**src/rtl/icap_write_feeder.sv**
```systemverilog
// icap_write_feeder: buffers a last-tagged bitstream word stream and drives the
// write side of an ICAP port (cclk, ccs_n, cwe_n, cdata), honouring cbusy.
//
// Handshakes:
//   upstream : a word transfers on a rising clk edge where s_valid & s_ready.
//              s_ready never depends on s_valid.
//   ICAP     : a word is consumed on a rising clk edge where ccs_n=0, cwe_n=0 and
//              cbusy=0. Until then cdata and ccs_n are held.
// The write sequence is IDLE -> WSETUP (WE before CS) -> WRITE <-> PAUSE -> WEND -> IDLE.
// The current state is visible on state_dbg.
module icap_write_feeder #(
  parameter int FIFO_DEPTH = 16,
  parameter bit BITSWAP    = 1'b1
) (
  input  logic        clk,
  input  logic        rstn,
  input  logic        s_valid,
  output logic        s_ready,
  input  logic [31:0] s_data,
  input  logic        s_last,
  input  logic        abort,
  output logic        icap_cclk,
  output logic        icap_ccs_n,
  output logic        icap_cwe_n,
  output logic [31:0] icap_cdata,
  input  logic        icap_cbusy,
  output logic        done,
  output logic [31:0] words_written,
  output logic [2:0]  state_dbg
);

  localparam int AW = $clog2(FIFO_DEPTH);

  typedef enum logic [2:0] {
    S_IDLE   = 3'd0,
    S_WSETUP = 3'd1,
    S_WRITE  = 3'd2,
    S_PAUSE  = 3'd3,
    S_WEND   = 3'd4
  } state_t;

  state_t state, state_d;

  // FIFO storage: bit 32 carries the last tag alongside the data word.
  logic [32:0] mem [FIFO_DEPTH];
  logic [AW:0] wr_ptr, rd_ptr;
  logic        fifo_empty, fifo_full;
  logic        push, pop, consume;
  logic [32:0] head;
  logic [31:0] head_mapped;

  // Output register: icap_cdata holds the word, out_valid/out_last qualify it.
  logic        out_valid, out_valid_d, out_last;
  logic        last_seen, rdy_en;
  logic        ccs_n_d, cwe_n_d, done_d;

  assign icap_cclk  = clk;
  assign state_dbg  = state;

  assign fifo_empty = (wr_ptr == rd_ptr);
  assign fifo_full  = (wr_ptr[AW] != rd_ptr[AW]) && (wr_ptr[AW-1:0] == rd_ptr[AW-1:0]);
  assign head       = mem[rd_ptr[AW-1:0]];

  // rdy_en keeps s_ready low while in reset and for the first edge after it.
  assign s_ready = rdy_en & ~fifo_full & ~abort & ~last_seen;
  assign push    = s_valid & s_ready;
  assign consume = ~icap_ccs_n & ~icap_cwe_n & ~icap_cbusy;
  // Refill the output register when it is empty or its word leaves this cycle.
  assign pop     = ~abort & ~fifo_empty & (~out_valid | consume);

  // Byte-wise bit reversal of the FIFO head (ICAP byte convention), or pass-through.
  for (genvar i = 0; i < 32; i++) begin : g_map
    if (BITSWAP) begin : g_swap
      assign head_mapped[i] = head[(i / 8) * 8 + 7 - (i % 8)];
    end else begin : g_raw
      assign head_mapped[i] = head[i];
    end
  end

  // Occupancy of the output register after this edge.
  always_comb begin
    out_valid_d = out_valid;
    if (abort)        out_valid_d = 1'b0;
    else if (pop)     out_valid_d = 1'b1;
    else if (consume) out_valid_d = 1'b0;
  end

  // FSM state register.
  always_ff @(posedge clk or negedge rstn) begin
    if (!rstn) state <= S_IDLE;
    else       state <= state_d;
  end

  // FSM next-state logic; abort overrides every transition.
  always_comb begin
    state_d = state;
    unique case (state)
      S_IDLE:   if (push) state_d = S_WSETUP;
      S_WSETUP: state_d = S_WRITE;
      S_WRITE: begin
        if (consume && out_last) state_d = S_WEND;
        else if (!out_valid_d)   state_d = S_PAUSE;
      end
      S_PAUSE:  if (out_valid) state_d = S_WRITE;
      S_WEND:   state_d = S_IDLE;
      default:  state_d = S_IDLE;
    endcase
    if (abort) state_d = S_IDLE;
  end

  // FSM outputs, computed for the next state so the pins are registered.
  always_comb begin
    ccs_n_d = ~((state_d == S_WRITE) && out_valid_d);
    cwe_n_d = (state_d == S_IDLE);
    done_d  = (state == S_WEND) && !abort;
  end

  // Registered ICAP control pins and completion pulse.
  always_ff @(posedge clk or negedge rstn) begin
    if (!rstn) begin
      icap_ccs_n <= 1'b1;
      icap_cwe_n <= 1'b1;
      done       <= 1'b0;
    end else begin
      icap_ccs_n <= ccs_n_d;
      icap_cwe_n <= cwe_n_d;
      done       <= done_d;
    end
  end

  // FIFO storage write (no reset needed: pointers qualify the contents).
  always_ff @(posedge clk) begin
    if (push) mem[wr_ptr[AW-1:0]] <= {s_last, s_data};
  end

  // FIFO pointers, output register, last tracking and the word counter.
  always_ff @(posedge clk or negedge rstn) begin
    if (!rstn) begin
      wr_ptr        <= '0;
      rd_ptr        <= '0;
      out_valid     <= 1'b0;
      out_last      <= 1'b0;
      icap_cdata    <= '0;
      last_seen     <= 1'b0;
      rdy_en        <= 1'b0;
      words_written <= '0;
    end else begin
      rdy_en    <= 1'b1;
      out_valid <= out_valid_d;
      if (abort) begin
        wr_ptr <= '0;
        rd_ptr <= '0;
      end else begin
        if (push) wr_ptr <= wr_ptr + 1'b1;
        if (pop)  rd_ptr <= rd_ptr + 1'b1;
      end
      if (pop) begin
        icap_cdata <= head_mapped;
        out_last   <= head[32];
      end
      if (abort || state == S_WEND) last_seen <= 1'b0;
      else if (push && s_last)      last_seen <= 1'b1;
      // A consume can never coincide with the first accept in IDLE.
      if (state == S_IDLE && push) words_written <= '0;
      else if (consume)            words_written <= words_written + 32'd1;
    end
  end

endmodule
```
**config.mk**
```make
export PLATFORM = sky130hd
export DESIGN_NAME = icap_write_feeder
export DESIGN_NICKNAME = d
export VERILOG_FILES = /design/src/rtl/icap_write_feeder.sv
export SDC_FILE = /design/constraint.sdc
export NUM_CORES = 1
export LEC_CHECK = 0
export CORE_UTILIZATION = 35
export CTS_CLUSTER_SIZE = 25
export DETAILED_ROUTE_END_ITERATION = 6
export PLACE_DENSITY = 0.59
export SLEW_MARGIN = 0
export SYNTH_ARGS = -nofsm -noshare
export SYNTH_HDL_FRONTEND = slang
export SYNTH_SLANG_ARGS = --single-unit
```
**constraint.sdc**
```tcl
create_clock -name clk -period 5.1 [get_ports clk]
set_input_delay 0.765 -clock clk [delete_from_list [all_inputs] [get_ports clk]]
set_output_delay 0.765 -clock clk [all_outputs]
set_load 0.02 [all_outputs]
```
### Yosys cells after proc, flatten, opt, wreduce, memory -nomap -nowiden

Memory sizes are Yosys's and may differ from the RTL's. A register that Yosys moved wholly into a read port is not among the register bits.
Cells that the tools add are included.
Widths: inputs -> output; s select.

| operators by class | value |
|---|---|
| muxes and demuxes | 19 |
| bitwise gates (word level) | 18 |
| equal/unequal tests | 8 |
| $add $sub $neg | 3 |
| reduce and logical (&&, ||, !) cells | 15 |

Operator list:

| kind | count |
|---|---|
| $mux 32 | 2 |
| $add 32x1->32 const B | 1 |
| $mux 5 | 4 |
| $mux 3 | 5 |
| $pmux 3 s4 | 1 |
| $add 5x1->5 const B | 2 |
| $eq 3x2->1 const B | 3 |
| $not 1->1 | 9 |
| $and 1x1->1 | 8 |
| $reduce_bool 2->1 | 4 |
| $mux 1 | 7 |
| $logic_and 1x1->1 | 6 |
| $logic_not 3->1 | 2 |
| $eq 5x5->1 | 1 |
| $eq 4x4->1 | 1 |
| $eq 3x1->1 const B | 1 |
| $eq 3x3->1 const B | 1 |
| $logic_not 1->1 | 2 |
| $logic_or 1x1->1 | 1 |
| $ne 1x1->1 | 1 |
| $or 1x1->1 | 1 |

| word-level totals | value |
|---|---|
| input bits | 38 |
| memories kept | 1 |
| RAM bits | 528 |
| flip-flop bits (word level) | 51 |
| logic and storage cells | 74 |

Memory list:

| memory | depth | width | read ports | clocked after memory_dff | write ports | line | RTL |
|---|---|---|---|---|---|---|---|
| mem | 16 | 33 | 1 | 1 | 1 | 45 | `logic [32:0] mem [FIFO_DEPTH];` |

### Logic depth before layout (Yosys ltp)

Gate-level depths: netlist (run 1).

| logic depth | value |
|---|---|
| word-level depth | 14 |
| mapped depth | 8 |

==> results.json, run 1 <==
{
  "design_area_um2": 27900,
  "crit_path_max_fanout": 2,
  "n_antenna_cell": 0,
  "synth_edf_count": 528,
  "totalPowerFinal_mw": 12.6,
  "synth_seq_cells": 612,
  "routedWlPerCell_um": 22.6,
  "slew_viol_final": 0,
  "worstPathArrival_ps": 3320,
  "dpl_cell_area_um2": 25700,
  "cap_violations": 0,
  "power_leakage_nw": 8.98,
  "grt_pass1_wl_um": 76100,
  "postSynthAreaPerCell_um2": 20.2,
  "synth_top_area_share_pct": 67.1,
  "die_h_um": 262,
  "grt_max_degree": 83,
  "synth-main-ff-cell": "edfxtp_1",
  "routed_wl_um": 50100,
  "die_area_um2": 68600,
  "synth-adder-area-share_pct": 0.318,
  "drt_iter0_drc": 899,
  "synthMuxAreaShare_pct": 14.4,
  "slew_headroom_pct": 20.2,
  "placeableCoreArea_um2": 66300,
  "syn_inst": 1170,
  "yosys-top-cells-area": "edfxtp_1 (67%), mux4_2 (13%), dfrtp_1 (8.7%), a22oi_1 (2.1%), mux2_2 (1.6%)",
  "io_pins": 110,
  "worstSetupPathType": "clock port to output port",
  "hp-class": "input pin to asynchronous set/reset pin",
  "ys_seq_area_share_pct": 76.0,
  "synth_nets": 1214,
  "ir_drop_uv": 242,
  "grt-ovfl-total": 0,
  "cts_tree": "done",
  "cp.required_ps": 4340,
  "postCtsHoldBufs": 0,
  "drc": 0,
  "status": "complete, no violations",
  "whs_ps": 166,
  "synth.distinct_cells": 49,
  "setup_violations": 0,
  "grt_use_total_pct": 15.0,
  "dp_hpwl_um": 28200,
  "row_count": 94,
  "antenna_found_initial": 0,
  "ys_warn_count": 0,
  "stdcell_count": 2213,
  "start_util_pct": 35.6,
  "tns_ps": 0,
  "rsz0062_at_grt": "false",
  "layout.nets": 1339,
  "netlist_area_um2": 23600,
  "clk_latency_ps": 720,
  "skew_ps": 26.4,
  "yosysTopAreaCell": "edfxtp_1",
  "synth_top_family_by_area": "multiplexers",
  "crit_path_end_kind": "output port",
  "vias": 11400,
  "final_hold_viol_count": 0,
  "vias_per_cell": 5.13,
  "dp_cells": 2088,
  "syn_to_final_growth_pct": 18.2,
  "crit_path_start_kind": "clock port",
  "synthArstFlopShare_pct": 13.7,
  "fillCellCount": 5809,
  "power.density_nw_per_um2": 450,
  "ant_nets": 0,
  "synthXorXnorAreaFrac_pct": 1.45,
  "grt_pass1_vias": 11900,
  "die_x_um": 262,
  "clkSlewWorstSetupHoldPaths_ps": 60,
  "cts_resized": 0,
  "synth-compound-area-share_pct": 2.56,
  "worst_pin_slew_ps": 1190,
  "io_buffers": 109,
  "place.gp.congestion": 0.738,
  "synth-simple-area-share_pct": 4.02,
  "drive_gt1_share_pct": 22.6,
  "postCtsSetupBuffers": 0,
  "first_pass_iters": 4,
  "synthTopCellsByCount": "edfxtp_1 (528), mux4_2 (132), dfrtp_1 (82)",
  "synth.most_common_cell": "edfxtp_1"
}
[worst max-delay path: stages]
cell             delay (ps)
clkbuf_16               120
clkbuf_16               120
clkdlybuf4s50_1         530
[cells by family (layout without fill, tap and decap cells)]
group                      after synthesis  in the layout
muxes                                  170            170
adders and majority gates                6              6
AOI/OAI and AO/OA                       84             84
xor gates and xnor gates                39             39
buffers and inverters                   72            251
and+or+nand+nor                        186            186
other                                    1              1
DFF                                    612            612
[registers in the layout, indices dropped and copies added, names as in the netlist]
signal,count
mem,528
icap_cdata,32
words_written,32
rd_ptr,5
wr_ptr,5
state_dbg,3
done,1
icap_ccs_n,1
icap_cwe_n,1
last_seen,1
out_last,1
out_valid,1
rdy_en,1
[worst paths after layout]
kind	startpoint	to	slack, ps	cells past startpoint
min in group clk	wr_ptr[4]	wr_ptr[4]	500	1
worst max-delay path	clk	icap_cclk	1010	3
max in group asynchronous	rstn	icap_cdata[3]	4060	2
worst min-delay path	rstn	icap_cdata[20]	170	1
worst max register to register	rd_ptr[1]	mem[2][29]	1840	4
worst min register to register	wr_ptr[4]	wr_ptr[4]	500	1
[routing by layer]
| metal | share of wire (%) | vias up | GRT usage, % |
|---|---|---|---|
| met1 | 44 | 5992 | 20.3 |
| met4 | 1.7 | 0 | 3.99 |
| li1 | - | 5024 | - |
| met3 | 4.6 | 68 | 3.09 |
| met5 | 0 | - | 0 |
| met2 | 50 | 271 | 24.8 |
[cell type report]
class,instances,area (um2),share of cell area [%]
clock buffers,92,1890,6.77
clock inverters,34,377,1.35
inverters,9,33.8,0.121
repair buffers,116,1150,4.12
multi-input cells,486,5420,19.4
well taps,864,1080,3.87
flip-flops and latches,612,18000,64.3
[metrics by stage]
| stage | utilization (%) | setup slack [ps] |
|---|---|---|
| 2_1_floorplan | - | 930 |
| 4_1_cts | 42.1 | 996 |
| 5_1_grt | 42.1 | 883 |
| 3_3_place_gp | 38.7 | 1280 |
| 3_5_place_dp | 38.7 | 1280 |
| 6_report | 42.1 | 1010 |
[layout by cell type (no fill, tap or decap), types with 15 or more instances in the layout]
cell               n
clkdlybuf4s50_1  108
nand2_1           48
a22oi_1           66
nand3_1           17
nor2_1            45
clkbuf_1          17
clkbuf_16         71
mux4_2           132
and3_2            15
mux2_2            34
dfrtp_1           80
xnor2_1           26
edfxtp_1         528
[power breakdown]
part,leakage [nW],switching [mW],internal (mW)
sequential,5.84,0.141,5.61
combinational,2.04,0.885,0.998
clock,1.10,1.96,2.97
total,8.98,2.99,9.58
(Power assumes the default switching activity.)
==> run 2, diff against run 1 <==
PLACE_DENSITY = 0.61   (was 0.59)
clock period = 3.5 ns   (was 5.1 ns; I/O delays follow)
==> run 2 against run 1 <==
Final cell count rose by 1.1%. Routed wire length grew 1.5%. Total power is 43% higher. Critical endpoint unchanged. Final area up 1.1%. Sequential share of layout area fell by 0.66 points. First-iteration DRC count up 12%. Sequential power up 45%. Critical path depth stayed put. Global-route usage up 0.31 points. Clock power up 38%. Clock skew shrank 7.6 ps.
==> results.json, run 2 (synthesized netlist as in run 1, its figures left out) <==
{
  "antenna_found_initial": 1,
  "vias_per_cell": 5.17,
  "mostFrequentLayoutCell": "edfxtp_1",
  "drc": 0,
  "grt_pass1_wl_um": 77000,
  "layout.nets": 1366,
  "grt-ovfl-total": 0,
  "final_hold_viol_count": 0,
  "worstSetupPathType": "clock port to output port",
  "routed_wl_um": 50900,
  "power.density_nw_per_um2": 637,
  "reg2reg_slack_ps": 790,
  "row_count": 94,
  "setup_ws_ps": 434,
  "layout_common_cells": "edfxtp_1 (528), mux4_2 (132), clkdlybuf4s50_1 (107), dfrtp_1 (77)",
  "holdPathEnd": "done",
  "r2r-start": "rd_ptr[0]",
  "r2r_end": "icap_cdata[7]",
  "grt_pass1_vias": 12100,
  "cp.required_ps": 2970,
  "die_h_um": 262,
  "power_leakage_nw": 9.13,
  "reg2reg_depth": 6,
  "stdcell_count": 2238,
  "largest_reg_flops": 528,
  "io_pins": 110,
  "placeableCoreArea_um2": 66300,
  "min_from": "abort",
  "postCtsSetupBuffers": 0,
  "ir_drop_uv": 349,
  "slew_headroom_pct": 36.6,
  "place.gp.congestion": 0.751,
  "status": "complete, no violations",
  "syn_to_final_growth_pct": 19.4,
  "ant_nets": 0,
  "crit_path_max_fanout": 2,
  "io_buffers": 109,
  "clk_latency_ps": 740,
  "drive_gt1_share_pct": 24.7,
  "cts_tree": "done",
  "whs_path_depth": 2,
  "first_pass_iters": 5,
  "crit_path_end_kind": "output port",
  "die_x_um": 262,
  "worstPathArrival_ps": 2540,
  "cap_violations": 0,
  "n_antenna_cell": 0,
  "dp_hpwl_um": 28000,
  "skew_ps": 18.8,
  "slew_viol_final": 0,
  "setup_violations": 0,
  "hp-class": "input pin to register",
  "post-place-ws_ps": 520,
  "clkSlewWorstSetupHoldPaths_ps": 60,
  "drt_iter0_drc": 1008,
  "crit_path_start_kind": "clock port",
  "vias": 11600,
  "grt_max_degree": 136,
  "start_util_pct": 35.6,
  "routedWlPerCell_um": 22.7,
  "worst_pin_slew_ps": 952,
  "dp_cells": 2119,
  "die_area_um2": 68600,
  "tns_ps": 0,
  "rsz0062_at_grt": "false",
  "grt_use_total_pct": 15.4
}
-- run 2: worst max-delay path: stages --
cell and delay, ps:
clkbuf_16 120, clkbuf_16 130, clkdlybuf4s50_1 540
-- run 2: area by class of cell --
type | instances | area [um2]
inverters | 9 | 33.8
clock inverters | 26 | 283
well taps | 864 | 1080
clock buffers | 93 | 1870
fillers | 5764 | 38100
repair buffers | 148 | 1550
multi-input cells | 486 | 5440
flip-flops and latches | 612 | 18000
-- run 2: through the flow --
stage	total power, mW	hold slack (ps)	utilization (%)	instance area [um2]
floorplan	10.4	229	-	23600
global placement	11.4	496	39.3	26100
detailed placement	11.4	496	39.3	26100
CTS	18.2	397	42.5	28200
global route	18.7	439	42.5	28200
finish	18.0	433	42.5	28200
-- run 2: what timing repair did --
action	CTS	global route
pin swaps	0	0
hold buffers	1	0
resized for setup	2	4
endpoints found under the setup margin	1	1
hold endpoints to repair	59	0
-- run 2: how the worst max path moves through the flow --
| stage | slack, ps | end | cells after the start | from |
|---|---|---|---|---|
| 2_1_floorplan | 320 | mem[3][0] | 7 | wr_ptr[2] |
| 5_1_grt | 400 | s_ready | 4 | rd_ptr[3] |
| 3_3_place_gp | 520 | icap_cdata[28] | 7 | icap_cbusy |
| 6_report | 430 | icap_cclk | 3 | clk |
| 4_1_cts | 80 | s_ready | 4 | wr_ptr[2] |
| 3_5_place_dp | 520 | icap_cdata[30] | 7 | icap_cbusy |
-- run 2: per-layer routing --
layer | wire [um] | track usage, % | vias up
met4 | 1110 | 5.31 | 2
met1 | 22000 | 20.2 | 6115
met5 | 8 | 0 | -
met3 | 3020 | 3.61 | 75
met2 | 24800 | 25.0 | 309
li1 | - | - | 5073
-- run 2: power breakdown --
group	switching (mW)	total (mW)	internal [mW]
clock network	2.75	6.81	4.07
logic	1.34	2.82	1.48
registers	0.163	8.33	8.17
total	4.25	18.0	13.7
==> run 3, diff against run 2 <==
CTS_BUF_LIST = sky130_fd_sc_hd__clkbuf_4 sky130_fd_sc_hd__clkbuf_8 sky130_fd_sc_hd__clkbuf_16   (was unset)
==> run 3 against run 2 <==
Sequential power is essentially flat. Clock skew increased by 2.1 ps. Final cell count unchanged. Largest cell class unchanged.
==> results.json, run 3 (synthesized netlist as in run 1, its figures left out) <==
{
  "layout.nets": 1366,
  "die_h_um": 262,
  "design_area_um2": 28300,
  "skew_ps": 20.9,
  "worstPathArrival_ps": 2540,
  "grt_use_total_pct": 15.4,
  "layout_common_cells": "edfxtp_1 (528), mux4_2 (132), clkdlybuf4s50_1 (107), dfrtp_1 (77)",
  "die_x_um": 262,
  "row_count": 94,
  "start_util_pct": 35.6,
  "ant_nets": 0,
  "rsz0062_at_grt": "false",
  "clk_latency_ps": 740,
  "syn_to_final_growth_pct": 19.7,
  "cts_tree": "done",
  "placeableCoreArea_um2": 66300,
  "cap_violations": 0,
  "crit_path_max_fanout": 2,
  "cp.required_ps": 2970,
  "power.density_nw_per_um2": 640,
  "slew_headroom_pct": 37.7,
  "drt_iter0_drc": 1046,
  "worst_pin_slew_ps": 935,
  "place.gp.congestion": 0.751,
  "grt_max_degree": 136,
  "largest_reg_flops": 528,
  "grt_pass1_vias": 12100,
  "totalPowerFinal_mw": 18.1,
  "worstSetupPathType": "clock port to output port",
  "ir_drop_uv": 353,
  "vias_per_cell": 5.17,
  "setup_violations": 0,
  "dpl_cell_area_um2": 26100,
  "grt-ovfl-total": 0,
  "first_pass_iters": 6,
  "hp-class": "input pin to register",
  "drive_gt1_share_pct": 25.8,
  "io_pins": 110,
  "n_antenna_cell": 0,
  "vias": 11600,
  "crit_path_start_kind": "clock port",
  "slew_viol_final": 0,
  "mostFrequentLayoutCell": "edfxtp_1",
  "routedWlPerCell_um": 22.8,
  "reg2reg_slack_ps": 790,
  "die_area_um2": 68600,
  "drc": 0,
  "io_buffers": 109,
  "final_hold_viol_count": 0,
  "clkSlewWorstSetupHoldPaths_ps": 60,
  "status": "complete, no violations",
  "tns_ps": 0,
  "routed_wl_um": 51100,
  "grt_pass1_wl_um": 77000,
  "power_leakage_nw": 9.18,
  "fillCellCount": 5757,
  "antenna_found_initial": 1,
  "dp_hpwl_um": 28000,
  "crit_path_end_kind": "output port"
}
[run 3: cell counts in the layout (fill, tap and decap cells not counted)]
Identical to the previous run, type by type.
[run 3: power breakdown]
part,switching (mW),internal (mW)
registers,0.163,8.17
clock network,2.75,4.18
logic,1.34,1.48
[run 3: critical path, stage by stage]
cell and delay (ps):
clkbuf_16 120, clkbuf_16 130, clkdlybuf4s50_1 540
[run 3: final cells by class]
class | instances | area, um2 | area share (%)
Inverter | 9 | 33.8 | 0.119
Clock buffer | 93 | 1930 | 6.81
Tap cell | 864 | 1080 | 3.82
Sequential cell | 612 | 18000 | 63.6
Multi-Input combinational cell | 486 | 5440 | 19.2
Timing Repair Buffer | 148 | 1550 | 5.47
Clock inverter | 26 | 283 | 1.00
[run 3: worst paths after layout]
kind,from,endpoint,cells past startpoint
worst max-delay path,clk,icap_cclk,3
worst min-delay path,abort,done,2
worst max register to register,rd_ptr[3],mem[10][23],5
worst min register to register,icap_cdata[20],icap_cdata[20],1
max in group asynchronous,rstn,icap_cdata[17],3
min in group asynchronous,rstn,icap_cdata[28],2
[run 3: layer usage]
layer | routed length, um | GRT usage (%) | vias to the layer above
li1 | - | - | 5065
met1 | 22000 | 20.2 | 6096
met2 | 24800 | 25.1 | 331
met3 | 3170 | 3.61 | 74
met4 | 1120 | 5.31 | 2
met5 | 13 | 0 | -
[run 3: timing repair]
item | 4_1_cts | 5_1_grt
endpoints found under the hold margin | 59 | 0
setup buffers | 0 | 0
endpoints found under the setup margin | 1 | 1
hold buffers | 1 | 0
gates resized for setup | 2 | 4
[run 3: per-stage QoR]
step / util, % / worst slack (ps) / instances / hold slack [ps]
2_1_floorplan: - / 319 / 1170 / 229
3_3_place_gp: 39.3 / 523 / 2119 / 496
3_5_place_dp: 39.3 / 520 / 2119 / 496
4_1_cts: 42.6 / 76.9 / 2238 / 397
5_1_grt: 42.6 / 402 / 2238 / 439
6_report: 42.6 / 434 / 2238 / 432
